File: config.mk
export PLATFORM = sky130hd
export DESIGN_NAME = gt_spi_engine
export DESIGN_NICKNAME = d
export VERILOG_FILES = /design/src/rtl/gt_spi_engine.sv
export SDC_FILE = /design/constraint.sdc
export NUM_CORES = 1
export LEC_CHECK = 0
export BUFFER_PORTS_ARGS = -buffer_cell sky130_fd_sc_hd__buf_2
export CORE_MARGIN = 3
export CORE_UTILIZATION = 47
export CTS_CLUSTER_DIAMETER = 50
export DETAILED_ROUTE_END_ITERATION = 6
export GPL_ROUTABILITY_DRIVEN = 0
export PLACE_DENSITY = 0.77
export SKIP_LAST_GASP = 1
export SLEW_MARGIN = 40
export SYNTH_ARGS = -nofsm -noshare
export SYNTH_HDL_FRONTEND = slang
export SYNTH_SLANG_ARGS = --single-unit
File: constraint.sdc
create_clock -name CLK -period 5.5 [get_ports CLK]
set_input_delay 1.1 -clock CLK [delete_from_list [all_inputs] [get_ports CLK]]
set_output_delay 1.1 -clock CLK [all_outputs]
set_load 0.05 [all_outputs]
File: src/rtl/gt_spi_engine.sv
// gt_spi_engine: register-mapped SPI byte shifter for the Gigatron extension board.
// The host loads DATA to start a transfer, polls STATUS/BUSY, then reads the received byte.
// It supports programmable chip selects, an SCK divider, CPOL/CPHA modes, LSB-first order
// and overrun flagging.
module gt_spi_engine #(
    parameter int unsigned NSS  = 2,
    parameter int unsigned DIVW = 8
) (
    input  logic             CLK,
    input  logic             RST,
    input  logic             WR,
    input  logic             RD,
    input  logic [1:0]       ADDR,
    input  logic [7:0]       WDATA,
    output logic [7:0]       RDATA,
    output logic             BUSY,
    output logic             SCK,
    output logic             MOSI,
    output logic [NSS-1:0]   nSS,
    input  logic [NSS:0]     MISO
);

    localparam logic [1:0] A_CTRL = 2'd0;
    localparam logic [1:0] A_DIV  = 2'd1;
    localparam logic [1:0] A_DATA = 2'd2;
    localparam logic [1:0] A_STAT = 2'd3;

    typedef enum logic {
        S_IDLE  = 1'b0,
        S_SHIFT = 1'b1
    } state_t;

    state_t          state;
    logic            cpol;
    logic            cpha;
    logic            lsbf;
    logic [DIVW-1:0] div_q;
    logic [DIVW-1:0] div_cnt;
    logic [4:0]      edge_cnt;
    logic [7:0]      tx_q;
    logic [7:0]      rx_sh;
    logic [7:0]      rx_q;
    logic            done;
    logic            ovr;

    logic            misox;
    logic [4:0]      edge_next;
    logic            tick;
    logic            leading;
    logic            last_edge;
    logic            sample;
    logic            shift_out;
    logic [2:0]      pos;
    logic            next_bit;
    logic [7:0]      rx_asm;

    // Selected slave's data; the default line is used only when no select is active
    always_comb begin
        misox = (MISO[NSS] & (&nSS)) | (|(MISO[NSS-1:0] & ~nSS));
    end

    // Edge classification, next outgoing bit and assembled receive byte
    always_comb begin
        edge_next = edge_cnt + 5'd1;
        tick      = (div_cnt == '0);
        leading   = edge_next[0];
        last_edge = edge_next[4];
        sample    = leading ^ cpha;
        shift_out = ~sample & ~last_edge;
        // CPHA=1 shifts on leading edge k -> bit (k-1)/2; CPHA=0 on trailing edge k -> bit k/2
        pos       = cpha ? edge_cnt[3:1] : edge_next[3:1];
        next_bit  = lsbf ? tx_q[pos] : tx_q[3'd7 - pos];
        rx_asm    = lsbf ? {misox, rx_sh[7:1]} : {rx_sh[6:0], misox};
    end

    // Register file, transfer FSM and SPI pin drivers
    always_ff @(posedge CLK or posedge RST) begin
        if (RST) begin
            state    <= S_IDLE;
            nSS      <= '1;
            cpol     <= 1'b0;
            cpha     <= 1'b0;
            lsbf     <= 1'b0;
            div_q    <= DIVW'(3);
            div_cnt  <= '0;
            edge_cnt <= '0;
            tx_q     <= '0;
            rx_sh    <= '0;
            rx_q     <= '0;
            done     <= 1'b0;
            ovr      <= 1'b0;
            BUSY     <= 1'b0;
            SCK      <= 1'b0;
            MOSI     <= 1'b0;
        end else begin
            if (WR && ADDR == A_STAT && WDATA[2]) begin
                ovr <= 1'b0;
            end
            if (RD && ADDR == A_DATA) begin
                done <= 1'b0;
            end
            case (state)
                S_IDLE: begin
                    SCK <= cpol;
                    if (WR) begin
                        case (ADDR)
                            A_CTRL: begin
                                nSS  <= WDATA[NSS-1:0];
                                cpol <= WDATA[4];
                                cpha <= WDATA[5];
                                lsbf <= WDATA[6];
                            end
                            A_DIV: begin
                                div_q <= WDATA[DIVW-1:0];
                            end
                            A_DATA: begin
                                state    <= S_SHIFT;
                                BUSY     <= 1'b1;
                                tx_q     <= WDATA;
                                rx_sh    <= '0;
                                edge_cnt <= '0;
                                div_cnt  <= div_q;
                                MOSI     <= lsbf ? WDATA[0] : WDATA[7];
                            end
                            default: begin
                            end
                        endcase
                    end
                end
                S_SHIFT: begin
                    if (WR && ADDR != A_STAT) begin
                        ovr <= 1'b1;
                    end
                    if (tick) begin
                        div_cnt  <= div_q;
                        SCK      <= ~SCK;
                        edge_cnt <= edge_next;
                        if (sample) begin
                            rx_sh <= rx_asm;
                        end
                        if (shift_out) begin
                            MOSI <= next_bit;
                        end
                        if (last_edge) begin
                            state <= S_IDLE;
                            BUSY  <= 1'b0;
                            rx_q  <= sample ? rx_asm : rx_sh;
                            // Completion overrides a same-cycle DATA read
                            done  <= 1'b1;
                        end
                    end else begin
                        div_cnt <= div_cnt - DIVW'(1);
                    end
                end
                default: begin
                    state <= S_IDLE;
                end
            endcase
        end
    end

    // Register read mux
    always_comb begin
        RDATA = 8'h00;
        case (ADDR)
            A_CTRL:  RDATA = {1'b0, lsbf, cpha, cpol, 4'(nSS)};
            A_DIV:   RDATA = 8'(div_q);
            A_DATA:  RDATA = rx_q;
            A_STAT:  RDATA = {5'b0, ovr, done, BUSY};
            default: RDATA = 8'h00;
        endcase
    end

endmodule
; ---- Word level (Yosys, flattened, before mapping)
; Index checks and enable logic that the tools add are counted.
[word_totals]
register_bits = 56
latchBits = 0
ramBits = 0
mem_bits_ro = 0
out_inout_bits = 13
mem_count = 0
[op_classes]
n_addsub = 3
multipliers = 0
div = 0
order_cmp = 2
n_eq_ne = 9
shifts = 0
n_mux = 46
n_bitwise = 10
reduce_logical = 16
[op_table]
columns = op, n
row1 = $mux W8, 8
row2 = $pmux W8 S2, 2
row3 = $pmux W8 S4, 1
row4 = $mux W1, 24
row5 = $mux W5, 3
row6 = $reduce_and A3 Y1, 5
row7 = $pmux W5 S2, 1
row8 = $logic_not A8 Y1, 1
row9 = $lt A3 B4 Y1 const B, 2
row10 = $pmux W1 S2, 4
row11 = $reduce_and A4 Y1, 2
row12 = $sub A8 B1 Y8 const B, 1
row13 = $bmux W1 S3, 2
row14 = $ne A2 B1 Y1 const B, 3
row15 = $ne A2 B2 Y1 const B, 3
row16 = $add A5 B1 Y5 const B, 1
row17 = $eq A2 B2 Y1 const B, 2
row18 = $logic_and A1 B1 Y1, 4
row19 = $not A1 Y1, 4
row20 = $reduce_and A2 Y1, 2
row21 = $mux W3, 1
row22 = $sub A3 B3 Y3 const A, 1
row23 = $and A1 B1 Y1, 2
row24 = $and A2 B2 Y2, 1
row25 = other kinds (6), 6

; ---- Logic depth before layout (Yosys ltp)
; Gate-level depths: netlist of the first run.
[logic_depth]
word_depth = 9
ltp_mapped = 9
depth_no_buf = 8

; ---- Worst setup path before layout of the first run
; No wires, ideal clock.
[synth_path]
path_kind = input to output
start = input port ADDR[0]
end = output port RDATA[5]
arrival_ps = 2493
path_slack_ps = 1907
cell_stages = 3
n_path_buf = 1
cell_sequence = buf_2 mux2i_1 o21ai_0
[synth_between]
elab_chain_len = 2
elab_cells_between_ends = 5
cone_classes = eq/ne (3) / mux (1) / reduce/logical (1)
[synth_rtl]
columns = item, line
row1 = from (decl), 13  ; input logic [1:0] ADDR,
row2 = $eq A2 B2 Y1 (tied with other cells), 165  ; case (ADDR)
row3 = $pmux W8 S4 *, 165
row4 = to (decl), 15  ; output logic [7:0] RDATA,
; Every way passes the cells marked *; elsewhere a longest branch is shown, timed or not.

; ---- Final worst setup path of the first run
[layout_path]
start = input port ADDR[1]
end = output port RDATA[4]
; Same word-level chain as after synthesis.

==> results of run 1 <==
[registers in the layout, indices dropped and copies added (netlist names)]
name,cells
MOSI,1
done,1
edge_cnt,5
rx_q,8
ovr,1
cpol,1
lsbf,1
div_q,8
div_cnt,8
SCK,1
tx_q,8
rx_sh,8
cpha,1
nSS,2
state,1
BUSY,1
[critical path: stages]
cell and delay, ns:
sky130_fd_sc_hd__buf_2 0.21, sky130_fd_sc_hd__nor2b_1 0.57, sky130_fd_sc_hd__nand2_1 0.10, sky130_fd_sc_hd__o21ai_0 0.13, sky130_fd_sc_hd__buf_2 0.32
[per-layer routing]
metal,routed length [microns],up-vias
met5,0,-
met4,158,0
met3,336,16
met2,3160,55
met1,2870,1101
li1,-,1067
[worst max-delay path by stage]
stage                  from  endpoint  slack, ns  cells after the start
finish              ADDR[1]  RDATA[4]       1.97                      5
global placement    ADDR[1]  RDATA[7]       2.08                      4
CTS                 ADDR[1]  RDATA[7]       2.03                      4
global route        ADDR[1]  RDATA[5]       1.89                      5
floorplan           ADDR[0]  RDATA[5]       1.91                      3
detailed placement  ADDR[1]  RDATA[7]       2.03                      4
[stage by stage]
stage | instances | hold slack, ns | utilization [%]
2_1_floorplan | 282 | 0.440 | -
3_3_place_gp | 374 | 0.461 | 52.0
3_5_place_dp | 374 | 0.473 | 52.0
4_1_cts | 382 | 0.498 | 53.9
5_1_grt | 382 | 0.540 | 53.9
6_report | 382 | 0.495 | 53.9
[power by group through the flow]
stage / clock [uW] / sequential, uW / combinational [uW]
global placement: 0 / 694 / 581
CTS: 279 / 693 / 606
global route: 298 / 717 / 669
finish: 274 / 696 / 604
detailed placement: 0 / 700 / 604
floorplan: 0 / 692 / 466
[final cells by class]
cell class / instances / share of cell area, %
repair buffers: 30 / 4.72
inverters: 6 / 0.697
well taps: 75 / 2.90
multi-input cells: 207 / 44.7
flip-flops and latches: 56 / 43.5
clock buffers: 5 / 2.13
clock inverters: 3 / 1.32
[cell usage after synthesis, types with 2 or more instances]
library cell	count
sky130_fd_sc_hd__buf_2	7
sky130_fd_sc_hd__nor3_1	5
sky130_fd_sc_hd__a22o_1	4
sky130_fd_sc_hd__xor2_1	2
sky130_fd_sc_hd__mux2_1	20
sky130_fd_sc_hd__clkbuf_1	3
sky130_fd_sc_hd__a221o_1	4
sky130_fd_sc_hd__inv_1	5
sky130_fd_sc_hd__nand2_1	42
sky130_fd_sc_hd__nor4_1	3
sky130_fd_sc_hd__mux4_2	3
sky130_fd_sc_hd__a21oi_1	13
sky130_fd_sc_hd__buf_4	2
sky130_fd_sc_hd__a31oi_1	3
sky130_fd_sc_hd__o31ai_1	2
sky130_fd_sc_hd__o21ai_1	23
sky130_fd_sc_hd__nand3_1	6
sky130_fd_sc_hd__mux2_2	4
sky130_fd_sc_hd__mux2i_1	14
sky130_fd_sc_hd__nor2b_1	3
sky130_fd_sc_hd__o21ai_0	10
sky130_fd_sc_hd__nand3b_1	2
sky130_fd_sc_hd__and3_1	2
sky130_fd_sc_hd__dfstp_2	4
sky130_fd_sc_hd__nor2_1	16
sky130_fd_sc_hd__dfrtp_1	52
sky130_fd_sc_hd__ha_1	3
sky130_fd_sc_hd__nand2b_1	4
[kinds of logic (layout without fill, tap and decap cells)]
logic type | Yosys count | in the layout | synth area share [%]
adder cells (fa/ha/maj) | 3 | 3 | 1.28
multiplexers | 42 | 42 | 17.1
AND/OR/NAND/NOR | 90 | 90 | 14.4
flip-flops | 56 | 56 | 47.8
buffers and inverters | 19 | 44 | 3.23
XOR/XNOR | 5 | 5 | 2.38
AO/OA/AOI/OAI | 67 | 67 | 13.7
==> results.txt, run 1 <==
----------------------------------------------------
[Outcome]
  Result of the run ... finished clean

[Logic synthesis]
  Ys Warns ... 0
  Share of synthesized registers carrying an async set or reset ... 100%
  Share of synthesized area occupied by flip-flops and latches ... 47.8%
  Unique cell type count in the Yosys netlist ... 49
  Number of flops mapped to enable cells by yosys ... 0
  Largest cells by area after synthesis ... sky130_fd_sc_hd__dfrtp_1, sky130_fd_sc_hd__mux2_1, sky130_fd_sc_hd__nand2_1, sky130_fd_sc_hd__mux2i_1, sky130_fd_sc_hd__o21ai_1
  Cell area after synthesis ... 2940 sq um
  Post-synthesis area per instance ... 10.4 sq um
  Top flip-flop cell by instance count after synthesis ... sky130_fd_sc_hd__dfrtp_1
  Number of nets produced by synthesis ... 302
  Flops & latches, synth ... 56
  Cell count after synthesis ... 282
  Top cell type by total area after synthesis ... sky130_fd_sc_hd__dfrtp_1
  Top cell type's share of synthesized area ... 44.2%

[Timing]
  Worst Max-Slew Pin Slew ... 0.772 ns
  Period minus WS final ... 3.53 ns
  Final period util ... 64.2%
  Peak clock frequency supported by timing ... 0.283 GHz
  Number of failing hold endpoints at the final stage ... 0
  Number of max-slew violations in the final report ... 0
  Post-route clock skew ... 0.0110 ns
  Setup-failing EPs final ... 0
  RSZ-0062 raised after global routing ... no
  Minimum setup slack in the final design ... 1.97 ns
  Remaining max-slew budget at the tightest pin ... 48.5%
  Setup_tns ... 0 ns

[Power and ir drop]
  Power, Total ... 1570 uW
  Switching Fraction ... 40.9%
  Part of the power in registers ... 44.2%
  Lkg Pwr ... 0.00147 uW
  NetSw ... 644 uW
  Power per standard cell area ... 487 nW/um^2
  Cell-internal power ... 930 uW
  Power share of the clock group ... 17.4%
  Relative contribution of combinational cells to total power ... 38.4%
  Maximum VDD drop ... 0.221 mV

[Floorplan]
  Die Height ... 85.1 microns
  # IOs ... 30
  Die X ... 85.1 microns
  FP Rows ... 28
  Core area ... 5990 sq um
  Initial Util ... 49.1%
  Total Die Area ... 7240 sq um

[Clock tree]
  Post-CTS resize count ... 0
  # hold bufs at CTS ... 0
  CTS H-tree depth ... 2
  TritonCTS Sinks ... 56
  TritonCTS clock tree ... built
  Setup fix buffers added after clock tree synthesis ... 0
  Clk pin slew, worst setup/hold paths ... 0.11 ns
  Total CTS buffers ... 5
  Clk buf depth ... 2
  Cell at the root of the clock tree ... sky130_fd_sc_hd__clkbuf_8
  Latest clock arrival within the worst-skew pair ... 0.32 ns

[GRT]
  Most crowded layer after global routing ... met2
  Global-route wire length before repair ... 11,100 microns
  Met2 Track Usage GR ... 31.0%
  Maximum number of pins on one net before global-route repair ... 57
  Antenna violations before repair ... 0
  Overflow left after global routing ... 0
  Overall Global Routing Usage ... 19.4%
  Met3 routing resource usage after global routing ... 3.69%
  M1 GR Usage ... 26.3%
  Number of global-route vias before repair ... 2,256

[Drt]
  Antenna violation net count after detailed routing ... 0
  DRT Pass-1 Iters ... 4
  Drc violations ... 0
  DR WL/cell ... 17.1 microns
  Avg Vias per Cell ... 5.86
  Count of vias placed by the detailed router ... 2,239
  Number of violations reported at the end of detailed-routing iteration 0 ... 167
  WL final ... 6530 microns

[Final layout]
  Nets@finish ... 326
  Number of inserted filler cells in the final layout ... 525
  Fraction of final layout cells with drive strength greater than 1 ... 18.9%
  Area occupied by multi-input gates ... 1450 sq um
  Design area ... 3230 sq um
  Combined flip-flop and latch cell area ... 1410 sq um
  Most common cell after layout, fill and taps aside ... sky130_fd_sc_hd__dfrtp_1
  Diode count ... 0
  Area added between synthesis and finish ... 9.87%
  Commonest cells after routing, fill and taps aside ... sky130_fd_sc_hd__dfrtp_1, sky130_fd_sc_hd__nand2_1, sky130_fd_sc_hd__buf_2, sky130_fd_sc_hd__o21ai_1, sky130_fd_sc_hd__mux2_1

[Setup path]
  Type of the setup path with the least slack ... input pin to primary output
  Depth of the worst register-to-register path ... 8
  Arrival time reported for the critical path endpoint ... 2.43 ns
  R2R setup slack ... 2.88 ns
  Critical path data required time ... 4.40 ns
  Maximum fanout along the worst path ... 10
  Reg-to-reg startpoint ... div_cnt[0]$_DFFE_PP0P_
  CP startpoint kind ... input pin
  Capture instance of the worst register-to-register path ... edge_cnt[3]$_DFFE_PP0P_
  Kind of end point of the critical path ... primary output

[Hold path]
  Kind of path behind the tightest hold check ... register to register
  Startpoint of the worst hold path ... done$_DFF_PP0_
  Hold path endpoint ... done$_DFF_PP0_
  Worst Hold Path Cells ... 2

[Placed design]
  Count of input and output buffers ... 29
  Hpwl dp ... 4800 microns
  Area after detailed placement ... 3120 sq um
  Setup WS pre-CTS ... 2.03 ns

[Run]
  Max cap viols ... 0

----------------------------------------------------
Note: power is estimated with default switching activity, not from simulation.
==> run 2: changes to the inputs <==
ABC_AREA = 1   (was not set)
clock period = 3.57 ns   (was 5.5 ns; I/O delays follow)
==> run 2 against run 1 <==
Compared with the run above:
- routed wire length increased by 12%
- final cell count grew 27%
- die area increased by 0.99%
- flip-flop and latch count did not move
- sequential share of layout area is 0.20 points lower
- largest power group is now combinational logic
- critical path depth down 2
- first-iteration DRC count up 67%
==> results.txt, run 2 <==
----------------------------------------------------
[Setup path]
  Crit path max-delay cell type ... sky130_fd_sc_hd__dfrtp_1
  R2R setup slack ... 1.52 ns
  Timing endpoint of the critical path ... RDATA[6]
  WP buf/inv ... 2
  Origin of the worst setup path ... lsbf$_DFFE_PP0P_
  Series of cell instances along the critical path ... inv_1 > o211ai_1 > buf_2
  Max stage delay on crit path ... 0.64 ns
  Arrival time reported for the critical path endpoint ... 1.80 ns
  Critical path data required time ... 2.86 ns
  CP startpoint kind ... register
  Maximum fanout along the worst path ... 16
  Type of the setup path with the least slack ... register to primary output
  Capture instance of the worst register-to-register path ... MOSI$_DFFE_PP0P_
  Kind of cell adding the most delay to the critical path ... flip-flops
  Reg-to-reg startpoint ... div_cnt[0]$_DFFE_PP0P_
  Kind of end point of the critical path ... primary output
  Number of cells on the critical path ... 3
  Depth of the worst register-to-register path ... 10

[Final layout]
  Most common cell after layout, fill and taps aside ... sky130_fd_sc_hd__nand2_1
  Diode count ... 0
  Non-Filler Instances ... 487
  Area added between synthesis and finish ... 9.22%
  Number of inserted filler cells in the final layout ... 570
  Commonest cells after routing, fill and taps aside ... sky130_fd_sc_hd__nand2_1, sky130_fd_sc_hd__dfrtp_1, sky130_fd_sc_hd__o21ai_0, sky130_fd_sc_hd__inv_1, sky130_fd_sc_hd__buf_2
  Nets@finish ... 432
  Fraction of final layout cells with drive strength greater than 1 ... 15.3%

[Floorplan]
  Die X ... 85.5 microns
  Core area ... 6030 sq um
  Total Die Area ... 7320 sq um
  FP Rows ... 28
  # IOs ... 30
  Die Height ... 85.5 microns
  Initial Util ... 49.3%

[Logic synthesis]
  Share of synthesized registers carrying an async set or reset ... 100%
  Cell area after synthesis ... 2970 sq um
  Post-Synth Adder-Cell Area ... 1.26%
  Largest cells by area after synthesis ... sky130_fd_sc_hd__dfrtp_1, sky130_fd_sc_hd__nand2_1, sky130_fd_sc_hd__o21ai_0, sky130_fd_sc_hd__inv_1, sky130_fd_sc_hd__nand3_1
  Cell count after synthesis ... 385
  Number of nets produced by synthesis ... 405
  Leading cell type by number of instances after synthesis ... sky130_fd_sc_hd__nand2_1
  Top cell type by total area after synthesis ... sky130_fd_sc_hd__dfrtp_1
  Top cell type's share of synthesized area ... 43.8%
  Top flip-flop cell by instance count after synthesis ... sky130_fd_sc_hd__dfrtp_1
  Unique cell type count in the Yosys netlist ... 30
  Number of flops mapped to enable cells by yosys ... 0
  Xor/xnor share of the synthesized area ... 0.884%
  Compound-Gate Fraction of Synth Area ... 17.5%
  Ys Warns ... 0
  Area share of and/or/nand/nor cells after synthesis ... 25.8%
  Most numerous cell types in the synthesized netlist ... sky130_fd_sc_hd__nand2_1, sky130_fd_sc_hd__dfrtp_1, sky130_fd_sc_hd__o21ai_0
  Share of synthesized area occupied by flip-flops and latches ... 47.3%
  Dominant combinational cell family by area after synthesis ... simple AND/OR/NAND/NOR gates
  Multiplexer fraction of the synthesized cell area ... 0%
  Flops & latches, synth ... 56
  Post-synthesis area per instance ... 7.72 sq um

[Clock tree]
  Clk buf depth ... 2
  # hold bufs at CTS ... 0
  Clk pin slew, worst setup/hold paths ... 0.10 ns
  Total CTS buffers ... 5
  Setup fix buffers added after clock tree synthesis ... 0
  Cell at the root of the clock tree ... sky130_fd_sc_hd__clkbuf_8
  Latest clock arrival within the worst-skew pair ... 0.31 ns
  CTS H-tree depth ... 2
  TritonCTS Sinks ... 56
  TritonCTS clock tree ... built
  Post-CTS resize count ... 0

[Placed design]
  Total instance count after detailed placement ... 480
  Count of input and output buffers ... 29
  Hpwl dp ... 5290 microns

[GRT]
  Number of global-route vias before repair ... 2,575
  Overflow left after global routing ... 0
  Antenna violations before repair ... 0
  Overall Global Routing Usage ... 21.2%
  Maximum number of pins on one net before global-route repair ... 48
  Global-route wire length before repair ... 12,300 microns

[Drt]
  Number of violations reported at the end of detailed-routing iteration 0 ... 279
  Drc violations ... 0
  Count of vias placed by the detailed router ... 2,719
  DRT Pass-1 Iters ... 5
  Avg Vias per Cell ... 5.58
  Antenna violation net count after detailed routing ... 0
  DR WL/cell ... 15.0 microns
  WL final ... 7310 microns

[Outcome]
  Result of the run ... finished clean

[Power and ir drop]
  Lkg Pwr ... 0.00162 uW
  Power per standard cell area ... 990 nW/um^2
  Maximum VDD drop ... 0.560 mV
  Power, Total ... 3210 uW

[Timing]
  Worst Max-Slew Pin Slew ... 0.599 ns
  Remaining max-slew budget at the tightest pin ... 60.1%
  Final period util ... 70.5%
  Number of failing hold endpoints at the final stage ... 0
  Setup-failing EPs final ... 0
  Period minus WS final ... 2.52 ns
  Peak clock frequency supported by timing ... 0.397 GHz
  Post-route clock skew ... 0.00583 ns
  Setup_tns ... 0 ns
  RSZ-0062 raised after global routing ... no
  Number of max-slew violations in the final report ... 0

[Hold path]
  Kind of path behind the tightest hold check ... input pin to async pin

[Run]
  Max cap viols ... 0

----------------------------------------------------
[run 2: cell count changes in the layout (fill, tap and decap cells not counted), sizes merged, moves of 5 or more]
cell,change
o21ai,+23
nor3,-6
nand2,+101
mux2i,-14
a21oi,-5
nor2,-6
mux2,-24
o211ai,+7
o22ai,+7
inv,+36
nand3,+21
[run 2: worst reg2reg max path, stage by stage (launching register included)]
cell                      delay, ns
sky130_fd_sc_hd__dfrtp_1       0.39
sky130_fd_sc_hd__inv_1         0.12
sky130_fd_sc_hd__ha_1          0.18
sky130_fd_sc_hd__nand3_1       0.13
sky130_fd_sc_hd__o21ai_4       0.38
sky130_fd_sc_hd__nand2_4       0.16
sky130_fd_sc_hd__inv_2         0.26
sky130_fd_sc_hd__nand2_1       0.13
sky130_fd_sc_hd__a21oi_1       0.12
sky130_fd_sc_hd__nand2_1       0.07
sky130_fd_sc_hd__nand2_1       0.06
[run 2: how the worst min path moves through the flow]
stage                              from                    to  slack (ns)  cells after the start
CTS                                 RST  rx_sh[6]$_DFFE_PP0P_        0.30                      2
global placement    rx_q[2]$_DFFE_PP0P_   rx_q[2]$_DFFE_PP0P_        0.47                      2
global route                        RST  rx_sh[5]$_DFFE_PP0P_        0.30                      2
finish                              RST  rx_sh[4]$_DFFE_PP0P_        0.30                      2
detailed placement       done$_DFF_PP0_        done$_DFF_PP0_        0.47                      2
floorplan                done$_DFF_PP0_        done$_DFF_PP0_        0.45                      2
[run 2: layer usage]
| metal | vias to the layer above | track usage [%] | routed length (microns) |
|---|---|---|---|
| li1 | 1318 | - | - |
| met1 | 1290 | 28.7 | 3110 |
| met2 | 97 | 34.5 | 3580 |
| met3 | 14 | 3.36 | 460 |
| met4 | 0 | 7.91 | 150 |
| met5 | - | 0 | 0 |
[run 2: cells by family after synthesis]
| kind of cell | Yosys count |
|---|---|
| compound gates | 86 |
| xor+xnor | 3 |
| fa+ha+maj | 3 |
| buf+inv | 53 |
| flops | 56 |
| simple gates | 184 |
[run 2: final cells by class]
| class | instances | area (sq um) | area share, % |
|---|---|---|---|
| clock buffer | 6 | 72.6 | 2.24 |
| clock inverter | 1 | 5.00 | 0.154 |
| inverter | 42 | 158 | 4.86 |
| multi-input combinational | 276 | 1350 | 41.6 |
| sequential | 56 | 1410 | 43.3 |
| tap | 75 | 93.8 | 2.89 |
| timing repair buffer | 31 | 160 | 4.93 |
[run 2: metrics by stage]
step	utilization (%)	setup WS [ns]	area, sq um	hold WS [ns]
3_3_place_gp	52.6	1.18	3170	0.468
3_5_place_dp	52.6	1.14	3170	0.469
5_1_grt	53.9	0.920	3250	0.301
6_report	53.9	1.05	3250	0.296
4_1_cts	53.9	1.04	3250	0.303
2_1_floorplan	-	0.948	2970	0.449
[run 2: power breakdown]
group / internal (uW) / switching (uW) / leakage (uW)
Clock: 134 / 202 / 0.0000410
Combinational: 519 / 1110 / 0.000892
Sequential: 951 / 299 / 0.000686
Total: 1610 / 1610 / 0.00162
==> run 3: changes to the inputs <==
PLACE_DENSITY = 0.79   (was 0.77)
clock period = 2.2 ns   (was 3.57 ns; I/O delays follow)
==> run 3 against run 2 <==
Compared with the run above:
- clock power rose by 80%
- routed wire length fell by 1.1%
- combinational power rose by 67%
- sequential power rose by 58%
- core utilization rose by 1.2 points
- power rose by 65%
==> results.txt, run 3 (synthesized netlist as in run 2, its figures left out) <==
----------------------------------------------------
[Clock tree]
  Clk pin slew, worst setup/hold paths ... 0.10 ns
  Post-CTS resize count ... 0
  TritonCTS Sinks ... 56
  Clk buf depth ... 2
  Setup fix buffers added after clock tree synthesis ... 0
  CTS H-tree depth ... 2
  Total CTS buffers ... 5
  # hold bufs at CTS ... 0
  TritonCTS clock tree ... built
  Cell at the root of the clock tree ... sky130_fd_sc_hd__clkbuf_8
  Latest clock arrival within the worst-skew pair ... 0.32 ns

[Placed design]
  Count of input and output buffers ... 29
  Hpwl dp ... 5440 microns
  Area after detailed placement ... 3230 sq um

[Drt]
  DR WL/cell ... 14.6 microns
  Count of vias placed by the detailed router ... 2,673
  Avg Vias per Cell ... 5.41
  WL final ... 7220 microns
  DRT Pass-1 Iters ... 4
  Antenna violation net count after detailed routing ... 0
  Drc violations ... 0
  Number of violations reported at the end of detailed-routing iteration 0 ... 245

[Floorplan]
  # IOs ... 30
  Core area ... 6030 sq um
  Die X ... 85.5 microns
  FP Rows ... 28
  Initial Util ... 49.3%
  Die Height ... 85.5 microns
  Total Die Area ... 7320 sq um

[Timing]
  Period minus WS final ... 1.93 ns
  Remaining max-slew budget at the tightest pin ... 63.4%
  Number of max-slew violations in the final report ... 0
  Final period util ... 87.9%
  Post-route clock skew ... 0.00962 ns
  Number of failing hold endpoints at the final stage ... 0
  Setup-failing EPs final ... 0
  RSZ-0062 raised after global routing ... no
  Peak clock frequency supported by timing ... 0.517 GHz
  Setup_tns ... 0 ns
  Worst Max-Slew Pin Slew ... 0.549 ns

[Final layout]
  Commonest cells after routing, fill and taps aside ... sky130_fd_sc_hd__nand2_1, sky130_fd_sc_hd__dfrtp_1, sky130_fd_sc_hd__o21ai_0, sky130_fd_sc_hd__inv_1, sky130_fd_sc_hd__buf_2
  Number of inserted filler cells in the final layout ... 562
  Area added between synthesis and finish ... 11.7%
  Design area ... 3320 sq um
  Area occupied by multi-input gates ... 1350 sq um
  Most common cell after layout, fill and taps aside ... sky130_fd_sc_hd__nand2_1
  Diode count ... 0
  Combined flip-flop and latch cell area ... 1410 sq um
  Fraction of final layout cells with drive strength greater than 1 ... 16.7%
  Nets@finish ... 438

[Setup path]
  R2R setup slack ... 0.33 ns
  Critical path data required time ... 1.76 ns
  Kind of end point of the critical path ... primary output
  Maximum fanout along the worst path ... 8
  Type of the setup path with the least slack ... register to primary output
  Series of cell instances along the critical path ... inv_2 > o211ai_1 > buf_2
  Origin of the worst setup path ... cpha$_DFFE_PP0P_
  Capture instance of the worst register-to-register path ... MOSI$_DFFE_PP0P_
  Depth of the worst register-to-register path ... 11
  Crit path max-delay cell type ... sky130_fd_sc_hd__dfrtp_1
  Number of cells on the critical path ... 3
  Arrival time reported for the critical path endpoint ... 1.49 ns
  CP startpoint kind ... register
  Max stage delay on crit path ... 0.54 ns
  Kind of cell adding the most delay to the critical path ... flip-flops
  Reg-to-reg startpoint ... edge_cnt[0]$_DFFE_PP0P_
  WP buf/inv ... 2

[Power and ir drop]
  Relative contribution of combinational cells to total power ... 51.3%
  Switching Fraction ... 49.3%
  Cell-internal power ... 2690 uW
  Lkg Pwr ... 0.00166 uW
  Part of the power in registers ... 37.3%
  Power per standard cell area ... 1600 nW/um^2
  Power share of the clock group ... 11.4%
  NetSw ... 2620 uW
  Maximum VDD drop ... 0.844 mV

[Hold path]
  Kind of path behind the tightest hold check ... input pin to async pin

[GRT]
  Maximum number of pins on one net before global-route repair ... 27
  Global-route wire length before repair ... 12,500 microns
  Overall Global Routing Usage ... 21.3%
  Antenna violations before repair ... 0
  Overflow left after global routing ... 0
  Number of global-route vias before repair ... 2,616

[Run]
  Max cap viols ... 0

[Outcome]
  Result of the run ... finished clean

----------------------------------------------------
==> run 3: metal layers <==
metal  vias to the layer above  track usage, %  part of all wire (%)
met5                         -               0                     0
met4                         0            7.48                   2.4
met3                        13            3.17                   5.1
met2                        74            35.5                    49
met1                      1257            28.6                    43
li1                       1329               -                     -
==> run 3: power groups by stage <==
stage	combinational (uW)	sequential (uW)	clock [uW]
finish	2730	1980	605
global route	3120	2040	643
CTS	2730	1970	608
detailed placement	2710	1980	0
global placement	2620	1970	0
floorplan	2040	1980	0
==> run 3: how the worst max path moves through the flow <==
stage / end / slack [ns]
after global placement: RDATA[5] / 0.37
after global routing: MOSI$_DFFE_PP0P_ / 0.15
after floorplan: RDATA[3] / 0.13
after detailed placement: RDATA[5] / 0.35
after CTS: RDATA[5] / 0.27
final: RDATA[5] / 0.27
==> run 3: stage by stage <==
stage | hold slack, ns | std cells | worst slack (ns) | total power [uW] | utilization [%]
after floorplan | 0.449 | 385 | 0.126 | 4030 | -
after global placement | 0.402 | 486 | 0.370 | 4590 | 53.6
after detailed placement | 0.407 | 486 | 0.350 | 4700 | 53.6
after CTS | 0.0608 | 494 | 0.268 | 5300 | 55.1
after global routing | 0.0704 | 494 | 0.149 | 5800 | 55.1
final | 0.0563 | 494 | 0.265 | 5320 | 55.1
==> run 3: area by class of cell <==
class,count,area share (%)
clock buffers,7,2.60
clock inverters,1,0.226
inverters,42,4.75
multi-input cells,276,40.7
flip-flops and latches,56,42.4
well taps,75,2.83
repair buffers,37,6.56
